`config.mk`:
```
export PLATFORM = sky130hd
export DESIGN_NAME = pipe_hazard_ctrl
export DESIGN_NICKNAME = d
export VERILOG_FILES = /design/src/rtl/pipe_hazard_ctrl.sv
export SDC_FILE = /design/constraint.sdc
export NUM_CORES = 1
export LEC_CHECK = 0
export ABC_CLOCK_PERIOD_IN_PS = 2940
export CELL_PAD_IN_SITES_DETAIL_PLACEMENT = 1
export CELL_PAD_IN_SITES_GLOBAL_PLACEMENT = 2
export CORE_MARGIN = 2
export CORE_UTILIZATION = 31
export DETAILED_ROUTE_END_ITERATION = 12
export PLACE_DENSITY = 0.86
export SLEW_MARGIN = 20
export SYNTH_ARGS = -nofsm -noshare
export SYNTH_HDL_FRONTEND = slang
export SYNTH_SLANG_ARGS = --single-unit
export TNS_END_PERCENT = 20
```
`constraint.sdc`:
```
create_clock -name clk -period 2.94 [get_ports clk]
set_input_delay 0.441 -clock clk [delete_from_list [all_inputs] [get_ports clk]]
set_output_delay 0.441 -clock clk [all_outputs]
set_load 0.01 [all_outputs]
```
`src/rtl/pipe_hazard_ctrl.sv`:
```
// pipe_hazard_ctrl: stall/flush sequencer for the 5-stage pipeline.
// Combines load-use hazards, EX-stage mispredicts, multi-cycle DM accesses
// and halt into per-register enables and bubble strobes, and keeps
// saturating stall/flush statistics plus a sticky memory-timeout flag.
module pipe_hazard_ctrl #(
  parameter int MEM_TIMEOUT = 16,
  parameter int CNT_W       = 32
) (
  input  logic             clk,
  input  logic             rst,
  input  logic             halt_ex_dm,
  input  logic             dm_access,
  input  logic             dm_ready,
  input  logic             mispredict_ex,
  input  logic             memtoreg_id_ex,
  input  logic             regfile_w_en_id_ex,
  input  logic [4:0]       regfile_req_w_id_ex,
  input  logic [4:0]       rs_if_id,
  input  logic [4:0]       rt_if_id,
  input  logic             rs_used,
  input  logic             rt_used,
  output logic             pc_en,
  output logic             if_id_en,
  output logic             id_ex_en,
  output logic             ex_dm_en,
  output logic             dm_wb_en,
  output logic             if_id_flush,
  output logic             id_ex_flush,
  output logic             halted,
  output logic             mem_err,
  output logic [CNT_W-1:0] stall_cnt,
  output logic [CNT_W-1:0] flush_cnt
);

  typedef enum logic [1:0] {
    S_RUN      = 2'd0,
    S_MEM_WAIT = 2'd1,
    S_HALT     = 2'd2
  } state_e;

  localparam logic [7:0]       TIMEOUT_C = 8'(MEM_TIMEOUT);
  localparam logic [CNT_W-1:0] CNT_MAX_C = {CNT_W{1'b1}};
  localparam logic [CNT_W-1:0] CNT_ONE_C = {{(CNT_W-1){1'b0}}, 1'b1};

  state_e           state_q, state_d;
  logic [7:0]       wait_q, wait_d;
  logic             mem_err_q, mem_err_d;
  logic [CNT_W-1:0] stall_q, stall_d;
  logic [CNT_W-1:0] flush_q, flush_d;

  logic             ld_use_s;
  logic             mem_busy_s;
  // enable vector order: {pc, if_id, id_ex, ex_dm, dm_wb}
  logic [4:0]       norm_en_s;
  logic             norm_if_fl_s;
  logic             norm_id_fl_s;
  logic             norm_flush_ev_s;
  logic [4:0]       en_s;
  logic             if_fl_s;
  logic             id_fl_s;
  logic             flush_ev_s;
  logic             stall_ev_s;

  assign ld_use_s = memtoreg_id_ex & regfile_w_en_id_ex &
                    (regfile_req_w_id_ex != 5'd0) &
                    ((rs_used & (rs_if_id == regfile_req_w_id_ex)) |
                     (rt_used & (rt_if_id == regfile_req_w_id_ex)));
  assign mem_busy_s = dm_access & ~dm_ready;

  // Normal-flow decision: mispredict squashes ID anyway, so it outranks ld_use.
  always_comb begin
    norm_en_s       = 5'b11111;
    norm_if_fl_s    = 1'b0;
    norm_id_fl_s    = 1'b0;
    norm_flush_ev_s = 1'b0;
    if (mispredict_ex) begin
      norm_if_fl_s    = 1'b1;
      norm_id_fl_s    = 1'b1;
      norm_flush_ev_s = 1'b1;
    end else if (ld_use_s) begin
      norm_en_s    = 5'b00111;
      norm_id_fl_s = 1'b1;
    end else begin
      norm_en_s = 5'b11111;
    end
  end

  // Next-state, wait counter, error flag and strobe selection.
  always_comb begin
    state_d    = state_q;
    wait_d     = wait_q;
    mem_err_d  = mem_err_q;
    en_s       = 5'b00000;
    if_fl_s    = 1'b0;
    id_fl_s    = 1'b0;
    flush_ev_s = 1'b0;
    case (state_q)
      S_RUN: begin
        if (halt_ex_dm) begin
          state_d = S_HALT;
        end else if (mem_busy_s) begin
          state_d = S_MEM_WAIT;
          wait_d  = 8'd1;
        end else begin
          en_s       = norm_en_s;
          if_fl_s    = norm_if_fl_s;
          id_fl_s    = norm_id_fl_s;
          flush_ev_s = norm_flush_ev_s;
        end
      end
      S_MEM_WAIT: begin
        if (dm_ready) begin
          en_s       = norm_en_s;
          if_fl_s    = norm_if_fl_s;
          id_fl_s    = norm_id_fl_s;
          flush_ev_s = norm_flush_ev_s;
          state_d    = S_RUN;
          wait_d     = 8'd0;
        end else if (wait_q == TIMEOUT_C) begin
          mem_err_d = 1'b1;
          state_d   = S_HALT;
        end else begin
          wait_d = wait_q + 8'd1;
        end
      end
      S_HALT: begin
        state_d = S_HALT;
      end
      default: begin
        state_d = S_RUN;
        wait_d  = 8'd0;
      end
    endcase
  end

  assign stall_ev_s = ~en_s[4] & (state_q != S_HALT);

  // Saturating statistics counters.
  always_comb begin
    if (stall_ev_s && (stall_q != CNT_MAX_C)) begin
      stall_d = stall_q + CNT_ONE_C;
    end else begin
      stall_d = stall_q;
    end
    if (flush_ev_s && (flush_q != CNT_MAX_C)) begin
      flush_d = flush_q + CNT_ONE_C;
    end else begin
      flush_d = flush_q;
    end
  end

  // State and statistics registers; async reset aborts any wait without error.
  always_ff @(posedge clk or posedge rst) begin
    if (rst) begin
      state_q   <= S_RUN;
      wait_q    <= 8'd0;
      mem_err_q <= 1'b0;
      stall_q   <= '0;
      flush_q   <= '0;
    end else begin
      state_q   <= state_d;
      wait_q    <= wait_d;
      mem_err_q <= mem_err_d;
      stall_q   <= stall_d;
      flush_q   <= flush_d;
    end
  end

  // Everything is held quiet while reset is asserted.
  assign pc_en       = en_s[4] & ~rst;
  assign if_id_en    = en_s[3] & ~rst;
  assign id_ex_en    = en_s[2] & ~rst;
  assign ex_dm_en    = en_s[1] & ~rst;
  assign dm_wb_en    = en_s[0] & ~rst;
  assign if_id_flush = if_fl_s & ~rst;
  assign id_ex_flush = id_fl_s & ~rst;
  assign halted      = (state_q == S_HALT) & ~rst;
  assign mem_err     = mem_err_q;
  assign stall_cnt   = stall_q;
  assign flush_cnt   = flush_q;

endmodule

```
==> results of run 1 <==
[critical path, cell delays in order]
cell             delay (ns)
clkdlybuf4s50_1        0.53
o21bai_4               0.16
nand2_1                0.17
nor2_1                 0.21
and2_1                 0.15
clkdlybuf4s50_1        0.54
[path summary, 6_finish.rpt]
path,from,end,slack [ns],depth (start not counted)
max,dm_ready,if_id_flush,0.29,6
min,stall_cnt[30],stall_cnt[30],0.48,1
max reg2reg,flush_cnt[0],flush_cnt[5],0.64,7
min reg2reg,stall_cnt[30],stall_cnt[30],0.48,1
max in group asynchronous,rst,wait_q[6],1.56,3
min in group asynchronous,rst,flush_cnt[1],0.69,2
[layer usage]
layer | track usage | wire [um]
met4 | 0.0676 | 203
met5 | 0 | 0
met3 | 0.0315 | 378
met2 | 0.301 | 6040
met1 | 0.221 | 5240
[area by class of cell]
cell class / count / share of cell area
multi-input combinational: 315 / 0.386
sequential: 75 / 0.326
inverter: 7 / 0.00456
tap: 176 / 0.0382
clock inverter: 1 / 0.00521
timing repair buffer: 110 / 0.192
clock buffer: 15 / 0.0482
[repair_timing]
item	CTS	global route
pin swaps	0	1
resized for setup	4	2
endpoints found under the setup margin	2	1
[Yosys cell counts, drive strengths merged, types with 3 or more instances]
cell type | n | area (sq um)
and2 | 6 | 40.0
nand4 | 25 | 163
nor3 | 30 | 196
nor4 | 11 | 105
xnor2 | 30 | 263
o21ai | 5 | 36.3
or2 | 3 | 18.8
dfrtp | 75 | 1880
ha | 4 | 50.1
a21oi | 5 | 36.3
nand3 | 34 | 188
or3 | 4 | 30.0
and4 | 10 | 87.6
nor2 | 34 | 130
inv | 7 | 26.3
buf | 12 | 110
clkbuf | 3 | 11.3
nand2 | 37 | 139
and3 | 9 | 61.3
xor2 | 44 | 385
[power breakdown]
part	leakage, nW	internal, mW	total [mW]	switching, mW
Combinational	1.27	0.186	0.330	0.143
Sequential	0.953	1.09	1.17	0.0880
Clock	0.150	0.729	1.17	0.437
[registers in the layout, summed over array words and instances (netlist names)]
| register | count |
|---|---|
| flush_cnt | 32 |
| stall_cnt | 32 |
| wait_q | 8 |
| state_q | 2 |
| mem_err | 1 |
[metrics by stage]
step	setup TNS, ns	power (mW)	hold WS [ns]
finish	0	2.67	0.479
global route	0	2.79	0.512
CTS	0	2.70	0.486
detailed placement	-0.331	1.53	0.479
global placement	-0.0514	1.51	0.469
floorplan	0	1.31	0.512
[cells in the final DEF, fill, tap and decap left out, types with 3 or more instances in the layout]
master / instances
inv_1: 6
o21ai_0: 4
a21oi_1: 4
nor2_1: 32
nand3_1: 32
clkbuf_1: 3
nand2_1: 37
dfrtp_1: 75
clkbuf_8: 3
and3_1: 8
nor3_1: 22
buf_12: 3
ha_1: 4
nand4_1: 24
nor4_1: 8
or3_1: 3
xor2_1: 44
xnor2_1: 30
and4_1: 10
clkbuf_16: 9
clkdlybuf4s50_1: 94
nor3_2: 7
buf_4: 10
and2_1: 5
[cells by family (layout without fill, tap and decap cells)]
logic type / count (synthesis) / after routing / synth area share
buf+inv: 22 / 133 / 0.0348
fa+ha+maj: 4 / 4 / 0.0118
flops: 75 / 75 / 0.443
simple gates: 211 / 211 / 0.298
mux: 2 / 2 / 0.00620
compound gates: 24 / 24 / 0.0532
xor+xnor: 74 / 74 / 0.153
==> flow_summary.ini, run 1 <==
[status]
status = completed

[floorplanning]
floorplan.initialDensity = 0.319
die_y_um = 121
io_pins = 98
num_rows = 42
die_w_um = 121
die_area_sq_mm = 0.0146
core_sq_mm = 0.0133

[timing]
maxSlewViolCount = 0
fmax_ghz = 0.377
tightest_slew_ns = 0.734
worst_slack_ns = 0.289
finalCritPeriodShare = 0.902
clock_skew_ns = 0.00424
finalHoldViolCount = 0
rsz0062_at_grt = no
relSlewSlack = 0.510
setup_viol = 0
min_period_ns = 2.65

[place]
dpl_worst_slack_ns = -0.166
portBuffers = 97
dp_cells = 683
hpwl_um = 8860
finalWeightedCongestion = 0.791
place_area_sq_mm = 0.00544

[worst_setup_path]
required_ns = 2.50
arrival_ns = 2.21
crit_fanout = 4
cp-end-kind = primary output
cp-start-kind = input pin
critical_path_class = in2out

[hold_path]
hold_path_class = reg2reg

[power]
powerDensity_mw_per_mm2 = 463
peakVddDrop_v = 0.000259
power_leakage_nw = 2.37

[route]
vias_per_cell = 4.99
drtIter0Drc = 140
postRouteAntennaNets = 0
drcViolationCount = 0
dr.pass1.iters = 4
num_vias = 3486
wl_per_cell_um = 17.0
routed_wl_um = 11900

[yosys]
synth_nets = 441
async_flop_share = 1.00
yosys_warnings = 0
synth_edf_count = 0
synth_area_per_cell_sq_um = 10.3
ys_seq_elements = 75
synth.yosys.seq_area_share = 0.443
synth_cells = 412
synth_area_sq_mm = 0.00424
dominantRegCellSynth = dfrtp_1
yosysUniqueCellTypes = 57

[cts]
clkLatencyLatePin_ns = 0.34
clkSinkCount = 75
cts_buffers = 9
root_buffer = clkbuf_16
cts_setup_buffers = 0
clk_pin_slew_ns = 0.05
cts_max_path_buffers = 2
cts_tree = done
htree_levels = 3
hold_buffers = 0

[finish]
area.growth.synth_to_final_pct = 36.1
drive_gt1_frac = 0.119
n_antenna_cell = 0
layoutNonFillerInstCount = 699
fin_util = 0.434
final_area_sq_mm = 0.00576
seqCellArea_sq_mm = 0.00188
multiInputGateArea_sq_mm = 0.00223
n_fill_cell = 1476
nets = 547

[global_routing]
grt_usage = 0.176
gr-total-overflow = 0
grt_max_degree = 44
grt_pass1_wl_um = 20100
antenna_found_initial = 0
grt_pass1_vias = 3838

[flow_run]
cap_violations = 0
Note: power is estimated with default switching activity, not from simulation.
==> run 2, diff against run 1 <==
Settings changed: CORE_ASPECT_RATIO set to 2.
==> flow_summary.ini, run 2 (same netlist as run 1, synthesis figures left out) <==
[timing]
fmax_ghz = 0.372
relSlewSlack = 0.617
clock_skew_ns = 0.00742
fin_tns_setup_ns = 0
setup_viol = 0
tightest_slew_ns = 0.571
finalCritPeriodShare = 0.915
maxSlewViolCount = 0
min_period_ns = 2.69
finalHoldViolCount = 0
rsz0062_at_grt = no
hold-worst-slack_ns = 0.489

[finish]
layoutNonFillerInstCount = 680
final_common_cell = clkdlybuf4s50_1
n_antenna_cell = 0
n_fill_cell = 1519
nets = 549
final_area_sq_mm = 0.00571
drive_gt1_frac = 0.122
area.growth.synth_to_final_pct = 34.8
most-common-layout-cells = clkdlybuf4s50_1 (94), dfrtp_1 (75), xor2_1 (44), nand2_1 (37)

[cts]
cts_setup_buffers = 0
htree_levels = 3
hold_buffers = 0
root_buffer = clkbuf_16
clkLatencyLatePin_ns = 0.33
cts_buffers = 9
clk_pin_slew_ns = 0.06
cts_max_path_buffers = 2
clkSinkCount = 75
cts_tree = done

[power]
power.share.sequential = 0.461
switching_power_mw = 0.650
pwr-share-clk = 0.406
p_sw_frac = 0.256
peakVddDrop_v = 0.000283
powerDensity_mw_per_mm2 = 445
combinationalPowerShare = 0.133
power_leakage_nw = 2.38
p_int_mw = 1.89
total_power_mw = 2.54

[worst_setup_path]
crit_start = dm_ready
timing.rr.start = flush_cnt[2]
required_ns = 2.50
critical_path_class = in2out
arrival_ns = 2.25
cp-start-kind = input pin
crit_fanout = 4
cp-end-kind = primary output

[floorplanning]
core_sq_mm = 0.0134
die_w_um = 86.7
num_rows = 60
floorplan.initialDensity = 0.315
die_y_um = 169
die_area_sq_mm = 0.0147
io_pins = 98

[hold_path]
hold_path_class = reg2reg
hp-start = mem_err

[global_routing]
grt_pass1_wl_um = 20300
grt_usage = 0.177
grt_max_degree = 76
gr-total-overflow = 0
antenna_found_initial = 0
grt_pass1_vias = 3993

[place]
finalWeightedCongestion = 0.841
place_area_sq_mm = 0.00542
hpwl_um = 9360
dp_cells = 664
portBuffers = 97

[route]
routed_wl_um = 12300
dr.pass1.iters = 4
num_vias = 3583
drcViolationCount = 0
wl_per_cell_um = 18.1
postRouteAntennaNets = 0
drtIter0Drc = 78
vias_per_cell = 5.27

[flow_run]
cap_violations = 0

[status]
status = completed
[run 2: changes by cell type in the layout (fill, tap and decap cells not counted), sizes merged]
cell | previous run | this run
dlygate4sd2 | 2 | 1
buf | 13 | 15
dlymetal6s2s | 1 | 2
clkinv | 0 | 2
bufinv | 1 | 0
clkbuf | 15 | 14
[run 2: stage by stage]
step / setup slack [ns] / util
after floorplan: 0.589 / -
after global placement: -0.0368 / 0.403
after detailed placement: -0.113 / 0.403
after CTS: 0.0128 / 0.424
after global routing: 0.146 / 0.425
final: 0.249 / 0.425
[run 2: cell type report]
type / instances / area (sq um) / area share
clock buffers: 14 / 264 / 0.0462
multi-input cells: 315 / 2230 / 0.390
repair buffers: 112 / 1110 / 0.195
flip-flops and latches: 75 / 1880 / 0.329
clock inverters: 2 / 10.0 / 0.00175
well taps: 155 / 194 / 0.0340
inverters: 7 / 26.3 / 0.00460
[run 2: path summary, 6_finish.rpt]
check,end,slack [ns],cells past startpoint
worst min-delay path,mem_err,0.49,1
worst max register to register,flush_cnt[25],0.82,6
worst max-delay path,if_id_flush,0.25,6
max in group asynchronous,stall_cnt[16],1.88,3
min in group asynchronous,mem_err,0.70,3
worst min register to register,mem_err,0.49,1
[run 2: timing repair]
action | in CTS | in global routing
hold endpoints to repair | 0 | 0
endpoints found under the setup margin | 2 | 2
resized for setup | 3 | 3
pin swaps | 0 | 1
[run 2: per-layer routing]
layer / up-vias / GRT usage / wire (um)
li1: 1679 / - / -
met1: 1805 / 0.180 / 4330
met2: 75 / 0.338 / 7250
met3: 24 / 0.0229 / 268
met4: 0 / 0.0938 / 453
met5: - / 0 / 0
[run 2: power by group through the flow]
stage / sequential (mW) / combinational, mW / clock [mW]
4_1_cts: 1.17 / 0.344 / 1.08
3_3_place_gp: 1.18 / 0.327 / 0
5_1_grt: 1.18 / 0.365 / 1.11
3_5_place_dp: 1.19 / 0.340 / 0
2_1_floorplan: 1.19 / 0.117 / 0
6_report: 1.17 / 0.338 / 1.03
[run 2: critical path: stages]
cell and delay (ns):
clkdlybuf4s50_1 0.55, o21bai_4 0.17, nand2_1 0.18, nor2_1 0.17
and2_1 0.15, clkdlybuf4s50_1 0.58
==> run 3, diff against run 2 <==
Settings changed: CORE_ASPECT_RATIO 2 to 0.8.
==> flow_summary.ini, run 3 (same netlist as run 1, synthesis figures left out) <==
[timing]
clock_skew_ns = 0.00844
finalHoldViolCount = 0
relSlewSlack = 0.644
tightest_slew_ns = 0.531
min_period_ns = 2.76
setup_viol = 0
fmax_ghz = 0.362
maxSlewViolCount = 0
rsz0062_at_grt = no
finalCritPeriodShare = 0.939

[floorplanning]
die_w_um = 135
core_sq_mm = 0.0135
num_rows = 38
floorplan.initialDensity = 0.315
die_y_um = 109
io_pins = 98
die_area_sq_mm = 0.0146

[place]
hpwl_um = 8530
finalWeightedCongestion = 0.814
portBuffers = 97
place_area_sq_mm = 0.00544
dp_cells = 686

[cts]
clkSinkCount = 75
clkLatencyLatePin_ns = 0.34
cts_max_path_buffers = 2
htree_levels = 3
cts_buffers = 9
cts_tree = done
clk_pin_slew_ns = 0.06
root_buffer = clkbuf_16

[finish]
final_common_cell = clkdlybuf4s50_1
n_antenna_cell = 0
most-common-layout-cells = clkdlybuf4s50_1 (94), dfrtp_1 (75), xor2_1 (44), nand2_1 (37)
layoutNonFillerInstCount = 701
nets = 546
final_area_sq_mm = 0.00579
area.growth.synth_to_final_pct = 36.6
drive_gt1_frac = 0.121

[worst_setup_path]
crit_fanout = 4
arrival_ns = 2.32
required_ns = 2.50
cp-end-kind = primary output
r2r_slack_ns = 0.74
critical_path_class = in2out
cp-start-kind = input pin

[route]
vias_per_cell = 5.04
postRouteAntennaNets = 0
drcViolationCount = 0
dr.pass1.iters = 4
drtIter0Drc = 145
num_vias = 3536
wl_per_cell_um = 16.2
routed_wl_um = 11300

[status]
status = completed

[power]
peakVddDrop_v = 0.000300
power_leakage_nw = 2.40
powerDensity_mw_per_mm2 = 475

[global_routing]
grt_usage = 0.166
grt_pass1_wl_um = 19200
gr-total-overflow = 0
grt_max_degree = 76
grt_pass1_vias = 3786
antenna_found_initial = 0

[hold_path]
hold_path_class = reg2reg

[flow_run]
cap_violations = 0
[run 3: cell types whose count changed in the layout (fill, tap and decap cells not counted), sizes merged]
cell / change
buf: -3
bufinv: +3
clkbuf: -5
clkinv: +1
[run 3: routing by layer]
layer / part of all wire / up-vias / routed length (um) / global-route usage
met2: 0.46 / 78 / 5170 / 0.259
met4: 0.015 / 0 / 172 / 0.0579
li1: - / 1678 / - / -
met5: 0 / - / 0 / 0
met3: 0.045 / 14 / 510 / 0.0436
met1: 0.48 / 1766 / 5490 / 0.223
[run 3: where the power goes]
| group | internal [mW] | switching (mW) | leakage, nW |
|---|---|---|---|
| clock network | 0.819 | 0.426 | 0.165 |
| registers | 1.09 | 0.0941 | 0.953 |
| logic | 0.186 | 0.139 | 1.28 |
[run 3: area by class of cell]
class                   count  area [sq um]
fillers                  1513          7670
multi-input cells         315          2230
flip-flops and latches     75          1880
repair buffers            109          1100
clock buffers               9           225
well taps                 180           225
clock inverters             6           105
inverters                   7          26.3
[run 3: worst paths after layout]
path | from | endpoint | depth (start not counted)
min in group asynchronous | rst | state_q[1] | 3
max in group asynchronous | rst | stall_cnt[6] | 3
worst min-delay path | flush_cnt[28] | flush_cnt[28] | 1
worst min register to register | flush_cnt[28] | flush_cnt[28] | 1
worst max register to register | stall_cnt[0] | stall_cnt[1] | 7
worst max-delay path | dm_ready | if_id_flush | 6
[run 3: timing repair]
item / 4_1_cts / 5_1_grt
endpoints found under the hold margin: 0 / 0
hold buffers: 0 / 0
endpoints found under the setup margin: 2 / 2
buffers inserted: 0 / 0
gates resized for setup: 3 / 3
pin swaps: 0 / 1
[run 3: through the flow]
stage,utilization,hold slack (ns),setup slack (ns),total power [mW],TNS (ns)
after detailed placement,0.404,0.470,-0.0902,1.53,-0.179
final,0.430,0.488,0.178,2.75,0
after global placement,0.404,0.474,-0.0818,1.51,-0.163
after global routing,0.430,0.504,0.0794,2.87,0
after floorplan,-,0.512,0.589,1.31,0
after CTS,0.429,0.489,0.00355,2.80,0
[run 3: worst max-delay path: stages]
cell             delay, ns
clkdlybuf4s50_1       0.56
o21bai_4              0.17
nand2_1               0.18
nor2_1                0.26
and2_1                0.17
clkdlybuf4s50_1       0.54
